===== config.mk =====
export PLATFORM = sky130hd
export DESIGN_NAME = spi_slave_flat
export DESIGN_NICKNAME = d
export VERILOG_FILES = /design/src/rtl/spi_slave_if.sv /design/src/rtl/spi_slave.sv /design/src/flat_wrapper.sv
export SDC_FILE = /design/constraint.sdc
export NUM_CORES = 1
export LEC_CHECK = 0
export ABC_CLOCK_PERIOD_IN_PS = 5170
export CAP_MARGIN = 10
export CORE_MARGIN = 2
export CORE_UTILIZATION = 45
export CTS_BUF_LIST = sky130_fd_sc_hd__clkbuf_4 sky130_fd_sc_hd__clkbuf_8
export DETAILED_ROUTE_END_ITERATION = 8
export PLACE_DENSITY_LB_ADDON = 0.1
export SYNTH_ARGS = -nofsm -noshare
export SYNTH_HDL_FRONTEND = slang
export SYNTH_SLANG_ARGS = --single-unit

===== constraint.sdc =====
create_clock -name clk -period 5.17 [get_ports clk]
set_input_delay 1.551 -clock clk [delete_from_list [all_inputs] [get_ports clk]]
set_output_delay 1.551 -clock clk [all_outputs]
set_load 0.05 [all_outputs]

===== src/rtl/spi_slave_if.sv =====
// Host-side handshake bundle for spi_slave: one-entry TX offer and received-byte delivery.
interface spi_slave_if #(
    parameter int DATA_W = 8
);
    logic [DATA_W-1:0] tx_data;
    logic              tx_valid;
    logic              tx_ready;
    logic [DATA_W-1:0] rx_data;
    logic              rx_valid;
    logic              busy;

    modport master (
        output tx_data, tx_valid,
        input  tx_ready, rx_data, rx_valid, busy
    );

    modport slave (
        input  tx_data, tx_valid,
        output tx_ready, rx_data, rx_valid, busy
    );
endinterface


===== src/rtl/spi_slave.sv =====
// SPI responder, modes 0-3, MSB first; SCLK/MOSI/SS_N are synchronised into clk.
// Optional SPI_SLAVE_MISO_TRI_EN: MISO floats (1'bz) whenever the block is not ACTIVE.
module spi_slave #(
    parameter int DATA_W      = 8,
    parameter int SYNC_STAGES = 2
) (
    input  logic        clk,
    input  logic        rst,
    input  logic        CPOL,
    input  logic        CPHA,
    input  logic        SCLK,
    input  logic        MOSI,
    input  logic        SS_N,
    output logic        MISO,
    spi_slave_if.slave  bus
);
    localparam int CNT_W = $clog2(DATA_W);

    typedef enum logic [0:0] {ST_IDLE = 1'b0, ST_ACTIVE = 1'b1} state_t;

    state_t                 state_r, state_nx;
    logic [SYNC_STAGES-1:0] sclk_sync_r, mosi_sync_r, ssn_sync_r;
    logic                   sclk_prev_r, ssn_prev_r;
    logic                   cpol_r, cpol_nx, cpha_r, cpha_nx;
    logic [CNT_W-1:0]       cnt_r, cnt_nx;
    logic [DATA_W-1:0]      rx_shift_r, rx_shift_nx, shift_r, shift_nx, shift_adv_s;
    logic [DATA_W-1:0]      rx_data_r, rx_data_nx, buf_r, buf_nx;
    logic                   rx_valid_r, rx_valid_nx, tx_ready_r, tx_ready_nx;
    logic                   busy_r, busy_nx, miso_r, miso_nx;
    logic                   sclk_s, ssn_s, mosi_s, sclk_rise_s, sclk_fall_s, ss_fall_s, ss_rise_s;
    logic                   lead_s, trail_s, sample_s, launch_s, load_s, accept_s;

    // Input synchronisers plus one extra stage for edge detection. SS_N resets low so that
    // leaving reset with SS_N already low produces no falling edge.
    always_ff @(posedge clk or posedge rst) begin
        if (rst) begin
            sclk_sync_r <= {SYNC_STAGES{1'b0}};
            mosi_sync_r <= {SYNC_STAGES{1'b0}};
            ssn_sync_r  <= {SYNC_STAGES{1'b0}};
            sclk_prev_r <= 1'b0;
            ssn_prev_r  <= 1'b0;
        end else begin
            sclk_sync_r <= {sclk_sync_r[SYNC_STAGES-2:0], SCLK};
            mosi_sync_r <= {mosi_sync_r[SYNC_STAGES-2:0], MOSI};
            ssn_sync_r  <= {ssn_sync_r[SYNC_STAGES-2:0], SS_N};
            sclk_prev_r <= sclk_sync_r[SYNC_STAGES-1];
            ssn_prev_r  <= ssn_sync_r[SYNC_STAGES-1];
        end
    end

    assign sclk_s      = sclk_sync_r[SYNC_STAGES-1];
    assign ssn_s       = ssn_sync_r[SYNC_STAGES-1];
    assign mosi_s      = mosi_sync_r[SYNC_STAGES-1];
    assign sclk_rise_s = sclk_s & ~sclk_prev_r;
    assign sclk_fall_s = ~sclk_s & sclk_prev_r;
    assign ss_fall_s   = ~ssn_s & ssn_prev_r;
    assign ss_rise_s   = ssn_s & ~ssn_prev_r;
    assign lead_s      = cpol_r ? sclk_fall_s : sclk_rise_s;
    assign trail_s     = cpol_r ? sclk_rise_s : sclk_fall_s;
    assign sample_s    = cpha_r ? trail_s : lead_s;
    // With CPHA=1 the MSB is already on MISO, so the first leading edge of each byte does not shift.
    assign launch_s    = cpha_r ? (lead_s && (cnt_r != {CNT_W{1'b0}})) : trail_s;
    assign accept_s    = bus.tx_valid && tx_ready_r;

    // Next-state: frame FSM, bit counter, shift registers, TX buffer and output values.
    always_comb begin
        state_nx    = state_r;
        cpol_nx     = cpol_r;
        cpha_nx     = cpha_r;
        cnt_nx      = cnt_r;
        rx_shift_nx = rx_shift_r;
        rx_data_nx  = rx_data_r;
        rx_valid_nx = 1'b0;
        shift_adv_s = shift_r;
        load_s      = 1'b0;
        case (state_r)
            ST_IDLE: begin
                if (ss_fall_s) begin
                    state_nx = ST_ACTIVE;
                    cpol_nx  = CPOL;
                    cpha_nx  = CPHA;
                    cnt_nx   = {CNT_W{1'b0}};
                    load_s   = 1'b1;
                end else begin
                    state_nx = ST_IDLE;
                end
            end
            ST_ACTIVE: begin
                if (ss_rise_s) begin
                    state_nx = ST_IDLE;
                end else if (sample_s) begin
                    rx_shift_nx = {rx_shift_r[DATA_W-2:0], mosi_s};
                    if (cnt_r == CNT_W'(DATA_W - 1)) begin
                        cnt_nx      = {CNT_W{1'b0}};
                        rx_data_nx  = rx_shift_nx;
                        rx_valid_nx = 1'b1;
                        load_s      = cpha_r;
                    end else begin
                        cnt_nx = cnt_r + CNT_W'(1);
                    end
                end else if (launch_s) begin
                    // A trailing edge with the counter at zero follows a completed byte in CPHA=0.
                    if (!cpha_r && (cnt_r == {CNT_W{1'b0}})) begin
                        load_s = 1'b1;
                    end else begin
                        shift_adv_s = {shift_r[DATA_W-2:0], 1'b0};
                    end
                end else begin
                    state_nx = ST_ACTIVE;
                end
            end
            default: begin
                state_nx = ST_IDLE;
            end
        endcase

        shift_nx = load_s ? (tx_ready_r ? {DATA_W{1'b0}} : buf_r) : shift_adv_s;

        if (accept_s) begin
            buf_nx      = bus.tx_data;
            tx_ready_nx = 1'b0;
        end else if (load_s && !tx_ready_r) begin
            buf_nx      = buf_r;
            tx_ready_nx = 1'b1;
        end else begin
            buf_nx      = buf_r;
            tx_ready_nx = tx_ready_r;
        end

        busy_nx = (state_nx == ST_ACTIVE);
        miso_nx = (state_nx == ST_ACTIVE) ? shift_nx[DATA_W-1] : 1'b0;
    end

    // State and output registers.
    always_ff @(posedge clk or posedge rst) begin
        if (rst) begin
            state_r    <= ST_IDLE;
            cpol_r     <= 1'b0;
            cpha_r     <= 1'b0;
            cnt_r      <= {CNT_W{1'b0}};
            rx_shift_r <= {DATA_W{1'b0}};
            shift_r    <= {DATA_W{1'b0}};
            rx_data_r  <= {DATA_W{1'b0}};
            buf_r      <= {DATA_W{1'b0}};
            rx_valid_r <= 1'b0;
            tx_ready_r <= 1'b1;
            busy_r     <= 1'b0;
            miso_r     <= 1'b0;
        end else begin
            state_r    <= state_nx;
            cpol_r     <= cpol_nx;
            cpha_r     <= cpha_nx;
            cnt_r      <= cnt_nx;
            rx_shift_r <= rx_shift_nx;
            shift_r    <= shift_nx;
            rx_data_r  <= rx_data_nx;
            buf_r      <= buf_nx;
            rx_valid_r <= rx_valid_nx;
            tx_ready_r <= tx_ready_nx;
            busy_r     <= busy_nx;
            miso_r     <= miso_nx;
        end
    end

    assign bus.tx_ready = tx_ready_r;
    assign bus.rx_data  = rx_data_r;
    assign bus.rx_valid = rx_valid_r;
    assign bus.busy     = busy_r;

`ifdef SPI_SLAVE_MISO_TRI_EN
    assign MISO = busy_r ? miso_r : 1'bz;
`else
    assign MISO = miso_r;
`endif
endmodule


===== src/flat_wrapper.sv =====
// flat-port wrapper written by rule: the top's interface ports become plain ports
module spi_slave_flat 
#(
    parameter int DATA_W      = 8,
    parameter int SYNC_STAGES = 2
)
  (clk, rst, CPOL, CPHA, SCLK, MOSI, SS_N, MISO, bus_tx_data, bus_tx_valid, bus_tx_ready, bus_rx_data, bus_rx_valid, bus_busy);
  spi_slave_if #(.DATA_W(DATA_W)) bus_i ();
  input  logic clk;
  input  logic rst;
  input  logic CPOL;
  input  logic CPHA;
  input  logic SCLK;
  input  logic MOSI;
  input  logic SS_N;
  output logic MISO;
  input wire logic [$bits(bus_i.tx_data)-1:0] bus_tx_data;
  input wire logic [$bits(bus_i.tx_valid)-1:0] bus_tx_valid;
  output wire logic [$bits(bus_i.tx_ready)-1:0] bus_tx_ready;
  output wire logic [$bits(bus_i.rx_data)-1:0] bus_rx_data;
  output wire logic [$bits(bus_i.rx_valid)-1:0] bus_rx_valid;
  output wire logic [$bits(bus_i.busy)-1:0] bus_busy;
  assign bus_i.tx_data = bus_tx_data;
  assign bus_i.tx_valid = bus_tx_valid;
  assign bus_tx_ready = bus_i.tx_ready;
  assign bus_rx_data = bus_i.rx_data;
  assign bus_rx_valid = bus_i.rx_valid;
  assign bus_busy = bus_i.busy;
  spi_slave #(.DATA_W(DATA_W), .SYNC_STAGES(SYNC_STAGES)) u_core (.clk(clk), .rst(rst), .CPOL(CPOL), .CPHA(CPHA), .SCLK(SCLK), .MOSI(MOSI), .SS_N(SS_N), .MISO(MISO), .bus(bus_i));
endmodule

==> summary.md <==
| Metric | Value |
|---|---|
| CTS tree | yes |
| Total CTS buffers | 5 |
| Number of buffers added on ports | 27 |
| Synth Area in Adders | under 10% |
| RSZ-0062 raised after global routing | no |
| Post-DR vias/cell | approximately 5.2 |
| Core area | 4380 um2 |
| Worst skew pair latency | 0.30 ns |
| Share of cells above drive strength 1 | 19.5% |
| Htree depth | 2 |
| Area Growth Syn to Fin | 20.8% |
| HP Class | flip-flop to flip-flop |
| Power, Total | 0.00110 W |
| Drt drc | 0 |
| Final Cycle Share | 64.6% |
| DIE HEIGHT | 71.8 um |
| Critical Path Fanout Max | 12 |
| Area after DPL | 2390 um2 |
| Post-synthesis cell type count | 41 |
| Post-synth top flop | dfrtp_1 |
| Starting Density | 47.1% |
| Syn_nets | 171 |
| Clock share of power | 24.0% |
| Post-synthesis sequential area ratio | approximately three fifths |
| Power per cell area | 439 nW/um2 |
| Cells along the critical path | clkdlybuf4s50_1 |
| # IOs | 28 |
| Bufs on Longest Clock Path | 2 |
| Number of post-CTS setup repair buffers | 0 |
| Largest net degree at the start of global routing | 49 |
| Arrival @ worst endpoint | 1.79 ns |
| MaxCap Viol Count | 0 |
| Max IR drop VDD | roughly 210 uV |
| Die Area | 5150 um2 |
| Fmax | 300 MHz |
| CP max stage cell | clkdlybuf4s50_1 |
| CTS Hold Bufs | 0 |
| Row cnt | 24 |
| Gr usage total | 14.7% |
| Design Area, Final | 2500 um2 |
| Worst-path clk slew | 0.09 ns |
| Layout Cells excl Fill | 237 |
| Logic pwr share | 25.4% |
| Mux cell area share after synthesis | 15.4% |
| Normalized max-slew margin | 35.6% |
| Yosys Warn Count | 0 |
| WS Path Type | flip-flop to primary output |
| Initial antenna violation count | 0 |
| Detailed Routing Iterations Pass 1 | 4 |
| GR Overflow Total | 0 |
| DPL Wire Length | 2.42 mm |
| Post-Syn Instances | 152 |
| Die W | just over 70 um |
| Top-area cell type share of the netlist area | 56.9% |
| DR vias | 1240 |
| # setup viols final | 0 |
| Worst EP required | 3.62 ns |
| Asr flop ratio synth | 100% |
| Critical path endpoint category | primary output |
| Synth Area in XOR/XNOR | 0.787% |
| 1st-iter DRT viols | 26 |
| First-pass GRT wire length | between 5 and 6 mm |
| Final WL | 3.38 mm |
| Worst-margin pin slew | 0.965 ns |
| Pleak | 1.17 nW |
| #FFs+latches synth | 48 |
| WL/cell | 14.3 um |
| # diodes | 0 |
| Post-cts repair resize count | 0 |
| Synth area leaders | dfrtp_1, mux2_1, mux2_2 |
| Crit path largest cell delay | 0.88 ns |
| Net switching power | 0.000319 W |
| Complex-gate fraction of the synthesized area | 9.20% |
| Top cell type by total area after synthesis | dfrtp_1 |
| EDFF count, synth | 0 |
| Minimum clock period | 3.34 ns |
| Post-layout util | 57.0% |
| Sw Share | between 20 and 30% |
| Clk root buf | clkbuf_8 |
| Mean area per synthesized cell | around 14 um2 |
| WP buf/inv | 1 |
| Simple-gate share of the synthesized area | 11.8% |
| Internal | just under 0.0008 W |
| Placed Instances | 229 |
| Fin nets | 203 |
| Routability cong. | around 0.70 |
| Crit path max-delay family | buffers and inverters |
| CTS Sinks | 48 |
| Main combinational cell family by area after synthesis | multiplexers |
| Slew Limit Fails | 0 |
| Final ANT Viol Nets | 0 |
| Critical path launch point type | flip-flop |
| Vias in the first global route | 1258 |
| Clk_skew | ~0.012 ns |
| Final Hold Violating Endpoints | 0 |
| Setup TNS | 0 ns |
| Cell Area, Synth | between 2000 and 2500 um2 |
| Status | finished clean |
| Sequential power share | around half |
-- placed cells by master, fill, tap and decap left out, types with 2 or more instances in the layout --
master / synthesis / layout
a221o_1: 6 / 6
and2b_1: 2 / 2
clkbuf_8: 0 / 5
clkdlybuf4s50_1: 0 / 27
dfrtp_1: 47 / 47
ha_1: 3 / 3
inv_1: 11 / 10
mux2_1: 11 / 11
mux2_2: 8 / 8
mux2_4: 5 / 5
mux2i_1: 3 / 3
nand2_1: 13 / 13
nor2_1: 7 / 7
nor2b_1: 3 / 3
nor3b_2: 2 / 2
o21ai_0: 2 / 2
o21ai_1: 2 / 2
o31ai_1: 2 / 2
-- final cells by class --
cell class	count	area [um2]
Clock buffer	5	68.8
Clock inverter	3	42.5
Tap cell	52	65.1
Timing Repair Buffer	27	270
Fill cell	346	1890
Sequential cell	48	1200
Multi-Input combinational cell	91	807
Inverter	11	41.3
-- cell usage after synthesis, drive strengths merged (2+ instances only) --
| cell type | instances |
|---|---|
| a221o | 6 |
| nor3b | 3 |
| dfrtp | 47 |
| inv | 11 |
| ha | 3 |
| and2b | 2 |
| o31ai | 3 |
| nor2b | 3 |
| nand4 | 2 |
| buf | 2 |
| mux2 | 24 |
| nand2 | 14 |
| nor2 | 8 |
| mux2i | 3 |
| o21ai | 4 |
-- power by group through the flow --
stage | registers [W] | logic [W] | clock network [W]
after floorplan | 0.000562 | 0.000205 | 0
after global placement | 0.000555 | 0.000272 | 0
after detailed placement | 0.000561 | 0.000282 | 0
after CTS | 0.000555 | 0.000283 | 0.000273
after global routing | 0.000570 | 0.000308 | 0.000289
final | 0.000554 | 0.000278 | 0.000264
-- routing by layer --
layer / part of all wire, % / GRT usage (%) / vias up / routed length (um)
met5: 0 / 0 / - / 0
li1: - / - / 595 / -
met1: 48 / 19.7 / 617 / 1610
met3: 4.6 / 4.78 / 2 / 155
met4: 0.59 / 4.82 / 0 / 20
met2: 47 / 22.6 / 26 / 1600
-- state kept, by name, summed over array words and instances (netlist names), 2 cells and up --
| name | cells |
|---|---|
| u_core.bus.rx_data | 8 |
| u_core.rx_shift_r | 7 |
| u_core.buf_r | 8 |
| u_core.sclk_sync_r | 2 |
| u_core.ssn_sync_r | 2 |
| u_core.mosi_sync_r | 2 |
| u_core.cnt_r | 3 |
| u_core.shift_r | 8 |
-- cells by family after synthesis --
group           after synthesis
mux                          27
xor+xnor                      1
fa+ha+maj                     3
buf+inv                      13
simple gates                 39
flops                        48
compound gates               21
-- final timing paths --
| path | from | to | slack [ns] | cells after the start |
|---|---|---|---|---|
| setup / recovery | u_core.state_r | bus_busy | 1.83 | 1 |
| hold / removal | u_core.ssn_sync_r[0] | u_core.ssn_sync_r[1] | 0.35 | 0 |
| setup reg to reg | u_core.cnt_r[0] | u_core.shift_r[2] | 3.00 | 7 |
| hold reg to reg | u_core.ssn_sync_r[0] | u_core.ssn_sync_r[1] | 0.35 | 0 |
| max in group asynchronous | rst | u_core.shift_r[7] | 2.77 | 2 |
| min in group asynchronous | rst | u_core.rx_shift_r[0] | 1.80 | 2 |
-- through the flow --
step                setup slack, ns  hold slack (ns)
floorplan                      2.48            0.331
global route                   1.78            0.363
detailed placement             2.18            0.336
CTS                            1.83            0.355
global placement               2.20            0.334
finish                         1.83            0.353
Power figures use the tool's default switching activity.
